### src/rtl/busqueda_binaria_8bits.sv
// Successive-approximation search driving an external magnitude comparator to locate an unknown 8-bit value.
// Latency n*(ESPERA+1) cycles for n probes (n <= 9); no backpressure, inicio is ignored while ocupado.
module busqueda_binaria_8bits #(
    parameter bit          CON_SIGNO = 1'b0,
    parameter int unsigned ESPERA    = 1
) (
    input  logic       clk,
    input  logic       rst_n,
    input  logic       inicio,
    input  logic       igual_i,
    input  logic       mayor_i,
    input  logic       menor_i,
    output logic [7:0] candidato,
    output logic       ocupado,
    output logic       listo,
    output logic       encontrado,
    output logic       error,
    output logic [7:0] valor,
    output logic [3:0] sondeos
);

    typedef enum logic [1:0] {REPOSO, PRESENTA, EVALUA} estado_t;

    // Bounds and candidate are kept 10-bit signed so both ranges share one datapath.
    localparam logic signed [9:0] LIM_MIN   = CON_SIGNO ? -10'sd128 : 10'sd0;
    localparam logic signed [9:0] LIM_MAX   = CON_SIGNO ? 10'sd127 : 10'sd255;
    localparam logic signed [9:0] MID_INI   = (LIM_MIN + LIM_MAX) >>> 1;
    localparam logic [3:0]        ESPERA_M1 = 4'(ESPERA - 1);

    estado_t           r_estado;
    logic signed [9:0] r_lo;
    logic signed [9:0] r_hi;
    logic signed [9:0] r_cand;
    logic [3:0]        r_cnt;
    logic              r_ocupado;
    logic              r_listo;
    logic              r_encontrado;
    logic              r_error;
    logic [7:0]        r_valor;
    logic [3:0]        r_sondeos;

    logic signed [9:0] w_hi_dec;
    logic signed [9:0] w_lo_inc;
    logic signed [9:0] w_mid_mayor;
    logic signed [9:0] w_mid_menor;
    logic [2:0]        w_verd;

    assign w_hi_dec    = r_cand - 10'sd1;
    assign w_lo_inc    = r_cand + 10'sd1;
    assign w_mid_mayor = (r_lo + w_hi_dec) >>> 1;
    assign w_mid_menor = (w_lo_inc + r_hi) >>> 1;
    assign w_verd      = {igual_i, mayor_i, menor_i};

    always_ff @(posedge clk or negedge rst_n) begin
        if (!rst_n) begin
            r_estado     <= REPOSO;
            r_lo         <= '0;
            r_hi         <= '0;
            r_cand       <= '0;
            r_cnt        <= '0;
            r_ocupado    <= 1'b0;
            r_listo      <= 1'b0;
            r_encontrado <= 1'b0;
            r_error      <= 1'b0;
            r_valor      <= '0;
            r_sondeos    <= '0;
        end else begin
            r_listo <= 1'b0;
            case (r_estado)
                REPOSO: begin
                    if (inicio) begin
                        r_lo         <= LIM_MIN;
                        r_hi         <= LIM_MAX;
                        r_cand       <= MID_INI;
                        r_cnt        <= '0;
                        r_sondeos    <= '0;
                        r_encontrado <= 1'b0;
                        r_error      <= 1'b0;
                        r_ocupado    <= 1'b1;
                        r_estado     <= PRESENTA;
                    end
                end
                PRESENTA: begin
                    if (r_cnt == ESPERA_M1) begin
                        r_cnt    <= '0;
                        r_estado <= EVALUA;
                    end else begin
                        r_cnt <= r_cnt + 4'd1;
                    end
                end
                EVALUA: begin
                    if (r_sondeos != 4'hF) begin
                        r_sondeos <= r_sondeos + 4'd1;
                    end
                    // Default is completion; only a narrowing verdict re-enters PRESENTA.
                    r_valor   <= r_cand[7:0];
                    r_listo   <= 1'b1;
                    r_ocupado <= 1'b0;
                    r_estado  <= REPOSO;
                    case (w_verd)
                        3'b100: r_encontrado <= 1'b1;
                        3'b010: begin
                            if (r_cand != r_lo) begin
                                r_hi      <= w_hi_dec;
                                r_cand    <= w_mid_mayor;
                                r_listo   <= 1'b0;
                                r_ocupado <= 1'b1;
                                r_estado  <= PRESENTA;
                            end
                        end
                        3'b001: begin
                            if (r_cand != r_hi) begin
                                r_lo      <= w_lo_inc;
                                r_cand    <= w_mid_menor;
                                r_listo   <= 1'b0;
                                r_ocupado <= 1'b1;
                                r_estado  <= PRESENTA;
                            end
                        end
                        default: r_error <= 1'b1;
                    endcase
                end
                default: r_estado <= REPOSO;
            endcase
        end
    end

    assign candidato  = r_cand[7:0];
    assign ocupado    = r_ocupado;
    assign listo      = r_listo;
    assign encontrado = r_encontrado;
    assign error      = r_error;
    assign valor      = r_valor;
    assign sondeos    = r_sondeos;

endmodule

### config.mk
export PLATFORM = sky130hd
export DESIGN_NAME = busqueda_binaria_8bits
export DESIGN_NICKNAME = d
export VERILOG_FILES = /design/src/rtl/busqueda_binaria_8bits.sv
export SDC_FILE = /design/constraint.sdc
export NUM_CORES = 1
export LEC_CHECK = 0
export ABC_AREA = 1
export BUFFER_PORTS_ARGS = -buffer_cell sky130_fd_sc_hd__clkbuf_2
export CAP_MARGIN = 20
export CORE_MARGIN = 8
export CORE_UTILIZATION = 40
export CTS_CLUSTER_SIZE = 24
export DETAILED_ROUTE_END_ITERATION = 8
export PLACE_DENSITY = 0.65
export SLEW_MARGIN = 40
export SYNTH_ARGS = -nofsm -noshare
export SYNTH_HDL_FRONTEND = slang
export SYNTH_SLANG_ARGS = --single-unit
### constraint.sdc
create_clock -name clk -period 3.65 [get_ports clk]
set_clock_uncertainty 0.05 [all_clocks]
set_input_delay 0.9125 -clock clk [delete_from_list [all_inputs] [get_ports clk]]
set_output_delay 0.9125 -clock clk [all_outputs]
set_load 0.05 [all_outputs]
Word-level counts from Yosys, hierarchy flattened --
Index checks and enable logic that the tools add are counted.
Cells by class: equal/unequal tests 20, add/subtract/negate cells 6, reduce and logical (&&, ||, !) cells 14, multiplexer cells 38
Operator list (number):
- $mux W10 | 9
- $pmux W10 S2 | 4
- $add A10 B10 Y10 | 2
- $ne A10 B10 Y1 | 2
- $pmux W4 S2 | 2
- $ne A2 B2 Y1 const B | 7
- $mux W4 | 3
- $pmux W1 S2 | 6
- $mux W1 | 11
- $add A10 B2 Y10 const B | 1
- $sub A10 B2 Y10 const B | 1
- $reduce_and A3 Y1 | 3
- $add A4 B1 Y4 const B | 2
- $reduce_and A4 Y1 | 2
- $ne A3 B3 Y1 const B | 2
- $pmux W2 S3 | 1
- $reduce_and A2 Y1 | 3
- $reduce_and A5 Y1 | 1
- $logic_not A4 Y1 | 1
- $mux W2 | 2
- $ne A2 B1 Y1 const B | 2
- $ne A4 B4 Y1 const B | 1
- $reduce_bool A2 Y1 | 2
- $eq A3 B1 Y1 const B | 1
- other kinds (7) | 7
Storage, ports and cells: register bits after elaboration 52, input port bits 6, logic and storage cells 89

Logic depth before layout (Yosys ltp) --
Gate-level depths: netlist (run 1).
depth in word-level cells 5, mapped depth 18

Least setup slack after synthesis (run 1) --
OpenSTA, ideal clock, no wires.
path type reg-to-reg, start register r_cand[0], end register r_cand[8], arrival 2.286 ns, stages on the path, launching flop included 17, setup time 0.117 ns, path slack 1.196 ns, path through dfrtp_1 -> inv_1 -> ha_1 -> nand4_1 -> nor2_1 -> nand2_1 -> nor2_1 -> xor2_1 -> ha_1 -> nand2_1 -> inv_1 -> a21oi_1 -> nand3_1 -> nand3_1 -> nand3_1 -> nand3_1 -> nand2_1
Between the ends: word-level cells in the longest chain between the ends 5
RTL lines:
- from (decl) | line 33 | logic signed [9:0] r_cand;
- from (signal assigned) | line 105 | r_cand <= w_mid_mayor;
- from (signal assigned) | line 114 | r_cand <= w_mid_menor;
- $add A10 B2 Y10 / $sub A10 B2 Y10 (equally long branches) | line 49, 48
- $add A10 B10 Y10 (on tied branches) | line 51, 50
- $mux W10 (on tied branches) | line 112, 103
- $pmux W10 S2 | line 100 | case (w_verd)
- $pmux W10 S2 | line 69 | case (r_estado)
Parallel ways exist; a longest one is shown, timed or not. The select of a mux whose other input is x is not followed. A chain may end at the register's enable or synchronous reset.

Final worst setup path (run 1) --
start register r_cand[2], end register r_cand[5]
Same word-level chain as after synthesis.

==> impl_metrics.csv, run 1 <==
group,metric,value,unit
detailed_routing,first_iter_violations,255,
critical_path,crit_slowest_cell,"dfrtp_1",
critical_path,crit_required,3810,ps
detailed_routing,first_pass_iters,5,
clock_network,cts_resized,0,
detailed_routing,routed_wl,10800,um
timing,slew_headroom,53.3,%
global_routing,track_usage,16.9,%
floorplanning,rows,35,
timing,fmax,347,MHz
clock_network,cts_max_path_buffers,2,
clock_network,cts_sinks,51,
finish,layout.nets,607,
synthesis,synth.distinct_cells,32,
clock_network,clk_latency,310,ps
critical_path,crit_top_cell,"nand2_1",
detailed_routing,post_drt_wl_per_cell,15.2,um
timing,fin_crit_sh,78.8,%
detailed_routing,viasPerCell,5.16,
floorplanning,ioPinCount,30,
timing,drv_slew,0,
critical_path,cpPeakStageDelay,550,ps
place,post-dp-hpwl,8330,um
clock_network,cts_buffers,5,
timing,whs,443,ps
finish,seq_area,0.00128,mm2
floorplanning,start_util,41.3,%
floorplanning,die_width,114,um
detailed_routing,vias,3640,
hold_path,holdPathStages,2,
timing,rsz0062_at_grt,"false",
hold_path,hp-class,"flop to flop",
synthesis,yosysSeqAreaShare,33.5,%
critical_path,worstSetupPathType,"flop to flop",
power_and_ir_drop,irDropWorstVdd,0.352,mV
critical_path,cp-start-kind,"flop",
critical_path,worstPathCellList,"nand3_1 > nor3_1 > xor2_1 > inv_1 > ha_1 > a21oi_1 > nand2_1 > o21ai_0 > nand2_1 > nand2_1 > nand2_1",
status,status,"finished, final reports clean",
global_routing,overflow,0,
detailed_routing,ant_nets,0,
finish,final.fill_count,962,
synthesis,synth_area_per_cell,6.88,um2
clock_network,cts_setup_buffers,0,
clock_network,cts_tree,"built",
synthesis,synth_nets,585,
place,gp_congestion,0.930,
power_and_ir_drop,finalPower,4110,uW
critical_path,ff2ff_path_depth,11,
timing,min_period,2880,ps
clock_network,clkSlewWorstSetupHoldPaths,100,ps
synthesis,syn-instance-count,554,
clock_network,cts_hold_buf,0,
critical_path,worst_setup_path_end_kind,"flop",
finish,syn2layout_area_growth,8.73,%
floorplanning,fp.dieArea,0.0129,mm2
finish,multi_input_area,0.00212,mm2
timing,tns,0,ps
clock_network,cts_root_buf,"clkbuf_8",
timing,worst_pin_slew,698,ps
clock_network,htreeDepth,2,
finish,final_cell_mix,"nand2_1, inv_1, nand3_1, dfrtp_1, o21ai_0",
synthesis,ys_warn_count,0,
synthesis,synth_top_area_cell,"dfrtp_1",
timing,finalSetupViolations,0,
synthesis,ys_top_cells_by_area,"dfrtp_1, nand2_1, ha_1",
finish,post-route-util,44.9,%
finish,layout_commonest_cell,"nand2_1",
critical_path,cp_top_family,"simple AND/OR/NAND/NOR gates",
floorplanning,core_area,0.00924,mm2
place,numPortBuffers,29,
global_routing,grt_pass1_wl,17400,um
power_and_ir_drop,p_per_area,991,mW/mm2
power_and_ir_drop,cellLeakagePower,0.00221,uW
synthesis,yosys.area.top_type_share,33.5,%
finish,n_antenna_cell,0,
global_routing,grt_max_degree,36,
global_routing,antenna_found_initial,0,
finish,layout-drive-gt1-share,12.1,%
job,timing.max_cap.violations,0,
floorplanning,dieHeight,114,um
timing,finalHoldViolCount,0,
detailed_routing,drc,0,
critical_path,crit_cells,11,
synthesis,syn_area,0.00381,mm2
critical_path,crit_arrival,3040,ps
critical_path,path_max_fanout,9,
synthesis,synth-seq-cells,51,
critical_path,worst-path-buf-inv,1,
global_routing,grt_pass1_vias,3478,
-- sequential cells by signal, indices dropped and copies added (netlist names) --
register	cells
r_lo	10
sondeos	4
encontrado	1
listo	1
r_cand	9
valor	8
ocupado	1
r_hi	10
r_cnt	4
r_estado	2
error	1
-- per-layer routing --
layer / share of wire [%] / wire, um / global-route usage [%]
met3: 6.3 / 673 / 3.75
met1: 45 / 4820 / 21.4
met5: 0 / 0 / 0
met2: 47 / 5020 / 27.7
met4: 2.2 / 236 / 5.68
-- stage by stage --
stage	instance area, um2	setup WS (ps)	cells
after detailed placement	4030	898	698
after global placement	4030	972	698
after floorplan	3810	1200	554
final	4150	772	706
after CTS	4150	877	706
after global routing	4150	506	706
-- Yosys cell counts, drive strengths merged --
cell / n
nand2: 170
inv: 77
nand3: 58
dfrtp: 51
o21ai: 50
nor2: 43
a21oi: 29
ha: 23
buf: 15
xor2: 10
nand4: 5
nor3: 5
clkbuf: 4
or2: 3
fa: 2
nand3b: 2
o21bai: 2
a21boi: 1
a41oi: 1
o211ai: 1
o22ai: 1
xnor2: 1
-- worst paths after layout --
| kind | endpoint | slack [ps] | start |
|---|---|---|---|
| hold / removal | valor[7] | 440 | valor[7] |
| hold reg to reg | valor[7] | 440 | valor[7] |
| setup reg to reg | r_cand[5] | 770 | r_cand[2] |
| max in group asynchronous | r_cand[7] | 2260 | rst_n |
| setup / recovery | r_cand[5] | 770 | r_cand[2] |
| min in group asynchronous | r_hi[1] | 470 | rst_n |
-- layout make-up --
type | count | share of cell area [%]
repair buffers | 34 | 4.41
inverters | 77 | 6.97
well taps | 129 | 3.89
clock inverters | 2 | 0.845
clock buffers | 6 | 1.99
flip-flops and latches | 51 | 30.8
multi-input cells | 407 | 51.1
-- where the power goes --
group          switching [uW]  internal [uW]
logic                    1890            796
clock network             202            222
registers                 242            755
total                    2330           1770
-- tightest hold or removal path, stage by stage, from the launching register on --
cell,delay (ps)
dfrtp_1,360
nand2_1,50
o21ai_0,50
-- kinds of logic (layout without fill, tap and decap cells) --
logic type               count (synthesis)  after routing  share of synthesized area, %
AO/OA/AOI/OAI                           85             85                          12.2
XOR/XNOR                                11             11                          2.53
adder cells (fa/ha/maj)                 25             25                          8.60
buffers and inverters                   96            119                          11.0
flip-flops                              51             51                          33.5
AND/OR/NAND/NOR                        286            286                          32.2
No activity file was read; power rests on OpenSTA's default activity.
==> run 2, diff against run 1 <==
==> constraint.sdc (replaced) <==
create_clock -name clk -period 3 [get_ports clk]
set_clock_uncertainty 0.05 [all_clocks]
set_input_delay 0.75 -clock clk [delete_from_list [all_inputs] [get_ports clk]]
set_output_delay 0.75 -clock clk [all_outputs]
set_load 0.05 [all_outputs]
==> run 2 against run 1 <==
Fmax increased by 3.7%. Worst setup slack got worse by 550 ps. Combinational power increased by 23%. Sequential share of layout area decreased by 0.12 points. Via count decreased by 0.66%. Global-route usage decreased by 0.29 points. Hold slack got worse by 84 ps. Register-to-register slack got worse by 550 ps. Clock power increased by 8.5%. Final cell count increased by 0.57%. Non-clock buffer count increased by 4. Routed wire length decreased by 1.9%. Critical path type unchanged. Largest cell class unchanged.
==> impl_metrics.csv, run 2 (synthesis gave the netlist of run 1 again) <==
group,metric,value,unit
hold_path,hp-class,"primary input to async pin",
timing,min_period,2770,ps
critical_path,crit_arrival,2930,ps
detailed_routing,wl_met1,4820,um
detailed_routing,wl_met2,4970,um
global_routing,overflow,0,
timing,drv_slew,0,
power_and_ir_drop,p_per_area,1190,mW/mm2
finish,layout_commonest_cell,"nand2_1",
clock_network,cts_resized,0,
floorplanning,rows,35,
clock_network,cts_setup_buffers,0,
detailed_routing,post_drt_wl_per_cell,14.9,um
clock_network,clk_latency,310,ps
floorplanning,ioPinCount,30,
power_and_ir_drop,irDropWorstVdd,0.419,mV
clock_network,cts_root_buf,"clkbuf_8",
place,numPortBuffers,29,
finish,final_cell_mix,"nand2_1, inv_1, nand3_1, dfrtp_1, o21ai_0",
timing,slew_headroom,63.1,%
global_routing,grt_pass1_vias,3446,
critical_path,crit_required,3160,ps
timing,fmax,360,MHz
global_routing,track_usage,16.6,%
critical_path,cp-start-kind,"flop",
floorplanning,start_util,41.3,%
place,post-dp-hpwl,8250,um
critical_path,path_max_fanout,8,
global_routing,grt_pass1_wl,17300,um
timing,tns,0,ps
timing,worst_pin_slew,554,ps
global_routing,grt_max_degree,32,
finish,layout-drive-gt1-share,12.7,%
floorplanning,core_area,0.00924,mm2
floorplanning,dieHeight,114,um
detailed_routing,ant_nets,0,
finish,n_antenna_cell,0,
power_and_ir_drop,cellLeakagePower,0.00222,uW
clock_network,htreeDepth,2,
detailed_routing,first_iter_violations,271,
finish,layout.nets,611,
global_routing,antenna_found_initial,0,
finish,syn2layout_area_growth,9.15,%
job,timing.max_cap.violations,0,
detailed_routing,routed_wl,10500,um
finish,post-route-util,45.1,%
detailed_routing,wl_met3,570,um
detailed_routing,first_pass_iters,5,
clock_network,cts_tree,"built",
clock_network,cts_buffers,5,
detailed_routing,drc,0,
place,gp_congestion,0.991,
floorplanning,fp.dieArea,0.0129,mm2
timing,rsz0062_at_grt,"false",
detailed_routing,vias,3616,
status,status,"finished, final reports clean",
finish,final.fill_count,972,
clock_network,cts_max_path_buffers,2,
floorplanning,die_width,114,um
clock_network,cts_hold_buf,0,
critical_path,worstSetupPathType,"flop to flop",
clock_network,clkSlewWorstSetupHoldPaths,100,ps
detailed_routing,highest_layer,"met4",
critical_path,worst_setup_path_end_kind,"flop",
timing,fin_crit_sh,92.5,%
timing,finalHoldViolCount,0,
clock_network,cts_sinks,51,
finish,largestRegisters,"r_hi x10, r_lo x10, r_cand x9",
detailed_routing,viasPerCell,5.09,
timing,finalSetupViolations,0,
==> run 2: worst max-delay path, cell delays in order (launching register included) <==
cell and delay [ps]:
dfrtp_1 500, ha_1 250, nand2_1 90, nor2_1 270
nand3_1 130, xor2_1 190, ha_1 330, nand2_1 80
nor2_1 170, nand3_1 130, nand3_1 140, inv_1 50
nand2_1 50, nand3_1 100, nand3_1 100, nand2_1 50
==> run 2: report_power, final <==
group          switching (uW)  internal (uW)
combinational            2300            992
clock                     249            211
sequential                272            919
total                    2830           2120
==> run 2: path summary, 6_finish.rpt <==
check	from	end	slack, ps	cells after the start
worst max register to register	r_cand[1]	r_cand[8]	230	15
worst min register to register	valor[1]	valor[1]	440	2
max in group asynchronous	rst_n	r_hi[8]	1730	2
worst max-delay path	r_cand[1]	r_cand[8]	230	15
min in group clk	valor[1]	valor[1]	440	2
worst min-delay path	rst_n	r_lo[1]	360	1
==> run 2: metrics by stage <==
step | setup slack [ps] | hold slack [ps] | instance area, um2 | cells | power, uW
global route | 52.3 | 400 | 4160 | 710 | 5390
floorplan | 546 | 404 | 3810 | 554 | 3730
finish | 225 | 360 | 4160 | 710 | 4950
global placement | 370 | 415 | 4060 | 702 | 4420
CTS | 260 | 390 | 4160 | 710 | 4930
detailed placement | 272 | 422 | 4060 | 702 | 4460
==> run 2: area by class of cell <==
class                           instances  area, um2  share of cell area, %
Sequential cell                        51       1280                   30.7
Tap cell                              129        161                   3.88
Clock inverter                          1       7.51                  0.180
Multi-Input combinational cell        407       2120                   50.9
Clock buffer                            7       96.3                   2.31
Timing Repair Buffer                   38        213                   5.11
Inverter                               77        289                   6.94
==> run 2: routing by layer <==
| layer | vias to the layer above | GRT usage (%) |
|---|---|---|
| met5 | - | 0 |
| met4 | 0 | 4.53 |
| met3 | 19 | 2.80 |
| met2 | 103 | 27.1 |
| met1 | 1673 | 22.1 |
| li1 | 1821 | - |
==> run 3, diff against run 2 <==
--- a/config.mk
+++ b/config.mk
@@ -12,7 +12,6 @@
 export CORE_UTILIZATION = 40
 export CTS_CLUSTER_SIZE = 24
 export DETAILED_ROUTE_END_ITERATION = 8
-export PLACE_DENSITY = 0.65
 export SLEW_MARGIN = 40
 export SYNTH_ARGS = -nofsm -noshare
 export SYNTH_HDL_FRONTEND = slang
==> run 3 against run 2 <==
Hold slack gained 19 ps. Routed wire length is 1.9% higher. Sequential share of layout area down 0.053 points. Final cell count fell by 0.28%. Sequential cell count did not move. First-iteration DRC count shrank 0.74%. Utilization is 0.12 points higher.
==> impl_metrics.csv, run 3 (synthesis gave the netlist of run 1 again) <==
group,metric,value,unit
finish,final_cell_mix,"nand2_1, inv_1, nand3_1, dfrtp_1, o21ai_0",
floorplanning,start_util,41.3,%
clock_network,cts_max_path_buffers,2,
timing,tns,0,ps
global_routing,grt_pass1_vias,3588,
place,numPortBuffers,29,
finish,n_antenna_cell,0,
power_and_ir_drop,irDropWorstVdd,0.449,mV
detailed_routing,ant_nets,0,
global_routing,overflow,0,
timing,min_period,2670,ps
power_and_ir_drop,cellLeakagePower,0.00222,uW
timing,rsz0062_at_grt,"false",
power_and_ir_drop,finalPower,4990,uW
power_and_ir_drop,p_seq_share,24.1,%
floorplanning,core_area,0.00924,mm2
clock_network,clkSlewWorstSetupHoldPaths,100,ps
clock_network,clk_latency,320,ps
power_and_ir_drop,switching_share,56.7,%
critical_path,crit_top_cell,"nand3_1",
timing,slew_headroom,59.0,%
finish,syn2layout_area_growth,9.45,%
global_routing,antenna_found_initial,0,
clock_network,cts_root_buf,"clkbuf_8",
critical_path,worstSetupPathType,"flop to flop",
power_and_ir_drop,p_per_area,1190,mW/mm2
floorplanning,fp.dieArea,0.0129,mm2
critical_path,path_max_fanout,8,
global_routing,grt_max_degree,30,
critical_path,cpPeakStageDelay,460,ps
floorplanning,die_width,114,um
critical_path,cp-start-kind,"flop",
status,status,"finished, final reports clean",
clock_network,cts_sinks,51,
floorplanning,ioPinCount,30,
clock_network,htreeDepth,2,
timing,fin_crit_sh,89.1,%
finish,largestRegisters,"r_hi x10, r_lo x10, r_cand x9",
finish,layout-drive-gt1-share,12.8,%
global_routing,grt_pass1_wl,17900,um
timing,finalHoldViolCount,0,
detailed_routing,viasPerCell,5.07,
detailed_routing,vias,3590,
timing,fmax,374,MHz
floorplanning,rows,35,
place,gp_congestion,0.929,
detailed_routing,post_drt_wl_per_cell,15.2,um
detailed_routing,first_iter_violations,269,
detailed_routing,routed_wl,10800,um
power_and_ir_drop,p_switching,2830,uW
clock_network,cts_setup_buffers,0,
critical_path,worst_setup_path_end_kind,"flop",
critical_path,crit_required,3170,ps
finish,layout.nets,610,
critical_path,crit_arrival,2840,ps
power_and_ir_drop,combPwrFrac,65.9,%
global_routing,track_usage,17.5,%
clock_network,cts_tree,"built",
timing,finalSetupViolations,0,
clock_network,cts_buffers,5,
hold_path,hp-class,"primary input to async pin",
timing,worst_pin_slew,615,ps
timing,drv_slew,0,
critical_path,crit_slowest_cell,"dfrtp_2",
detailed_routing,drc,0,
place,post-dp-hpwl,8280,um
critical_path,worstPathCellList,"inv_2 > ha_1 > nand4_1 > nor2_2 > nand2_1 > nor2_1 > xor2_1 > ha_1 > nand2_1 > inv_1 > a21oi_1 > nand3_1 > nand3_1 > nand3_1 > nand3_1 > nand2_1",
finish,layout_commonest_cell,"nand2_1",
job,timing.max_cap.violations,0,
floorplanning,dieHeight,114,um
power_and_ir_drop,p_clk_share,10.0,%
power_and_ir_drop,p_int,2160,uW
detailed_routing,first_pass_iters,5,
==> run 3: power groups by stage <==
stage / Combinational [uW] / Clock [uW] / Sequential (uW)
floorplan: 2310 / 0 / 1420
global placement: 3240 / 0 / 1200
detailed placement: 3260 / 0 / 1210
CTS: 3280 / 506 / 1200
global route: 3680 / 524 / 1240
finish: 3280 / 499 / 1200
==> run 3: through the flow <==
| step | hold WS, ps | cell area (um2) | setup slack (ps) | utilization, % | cells |
|---|---|---|---|---|---|
| 3_3_place_gp | 417 | 4060 | 377 | 44.0 | 701 |
| 4_1_cts | 395 | 4170 | 293 | 45.1 | 708 |
| 2_1_floorplan | 404 | 3810 | 546 | - | 554 |
| 5_1_grt | 428 | 4170 | 9.09 | 45.2 | 708 |
| 3_5_place_dp | 421 | 4060 | 313 | 44.0 | 701 |
| 6_report | 378 | 4170 | 328 | 45.2 | 708 |
==> run 3: worst paths after layout <==
path | endpoint | cells after the start | from | slack [ps]
max | r_cand[8] | 16 | r_cand[1] | 330
min | r_lo[0] | 1 | rst_n | 380
max reg2reg | r_cand[8] | 16 | r_cand[1] | 330
min reg2reg | valor[3] | 2 | valor[3] | 440
max in group asynchronous | r_cand[1] | 2 | rst_n | 1940
min in group clk | valor[3] | 2 | valor[3] | 440
==> run 3: metal layers <==
metal,vias to the layer above,global-route usage [%],share of wire [%]
li1,1821,-,-
met1,1647,21.8,44
met2,100,28.9,47
met3,22,3.12,6.1
met4,0,7.90,3.1
met5,-,0,0
==> run 3: area by class of cell <==
| type | count | area [um2] |
|---|---|---|
| clock buffers | 5 | 68.8 |
| multi-input cells | 407 | 2120 |
| clock inverters | 2 | 37.5 |
| flip-flops and latches | 51 | 1280 |
| well taps | 129 | 161 |
| inverters | 77 | 289 |
| repair buffers | 37 | 218 |
| fillers | 952 | 5070 |
==> run 3: timing repair <==
item / 4_1_cts / 5_1_grt
resized for setup: 0 / 2
hold buffers: 0 / 0
setup endpoints to repair: 0 / 1
==> run 3: critical path: cells and delay by family (launching register included) <==
kind,cells,cell delay (ps)
AO/OA/AOI/OAI,1,130
XOR/XNOR,1,240
adder cells (fa/ha/maj),2,530
buffers and inverters,2,140
flip-flops,1,460
AND/OR/NAND/NOR,10,1020
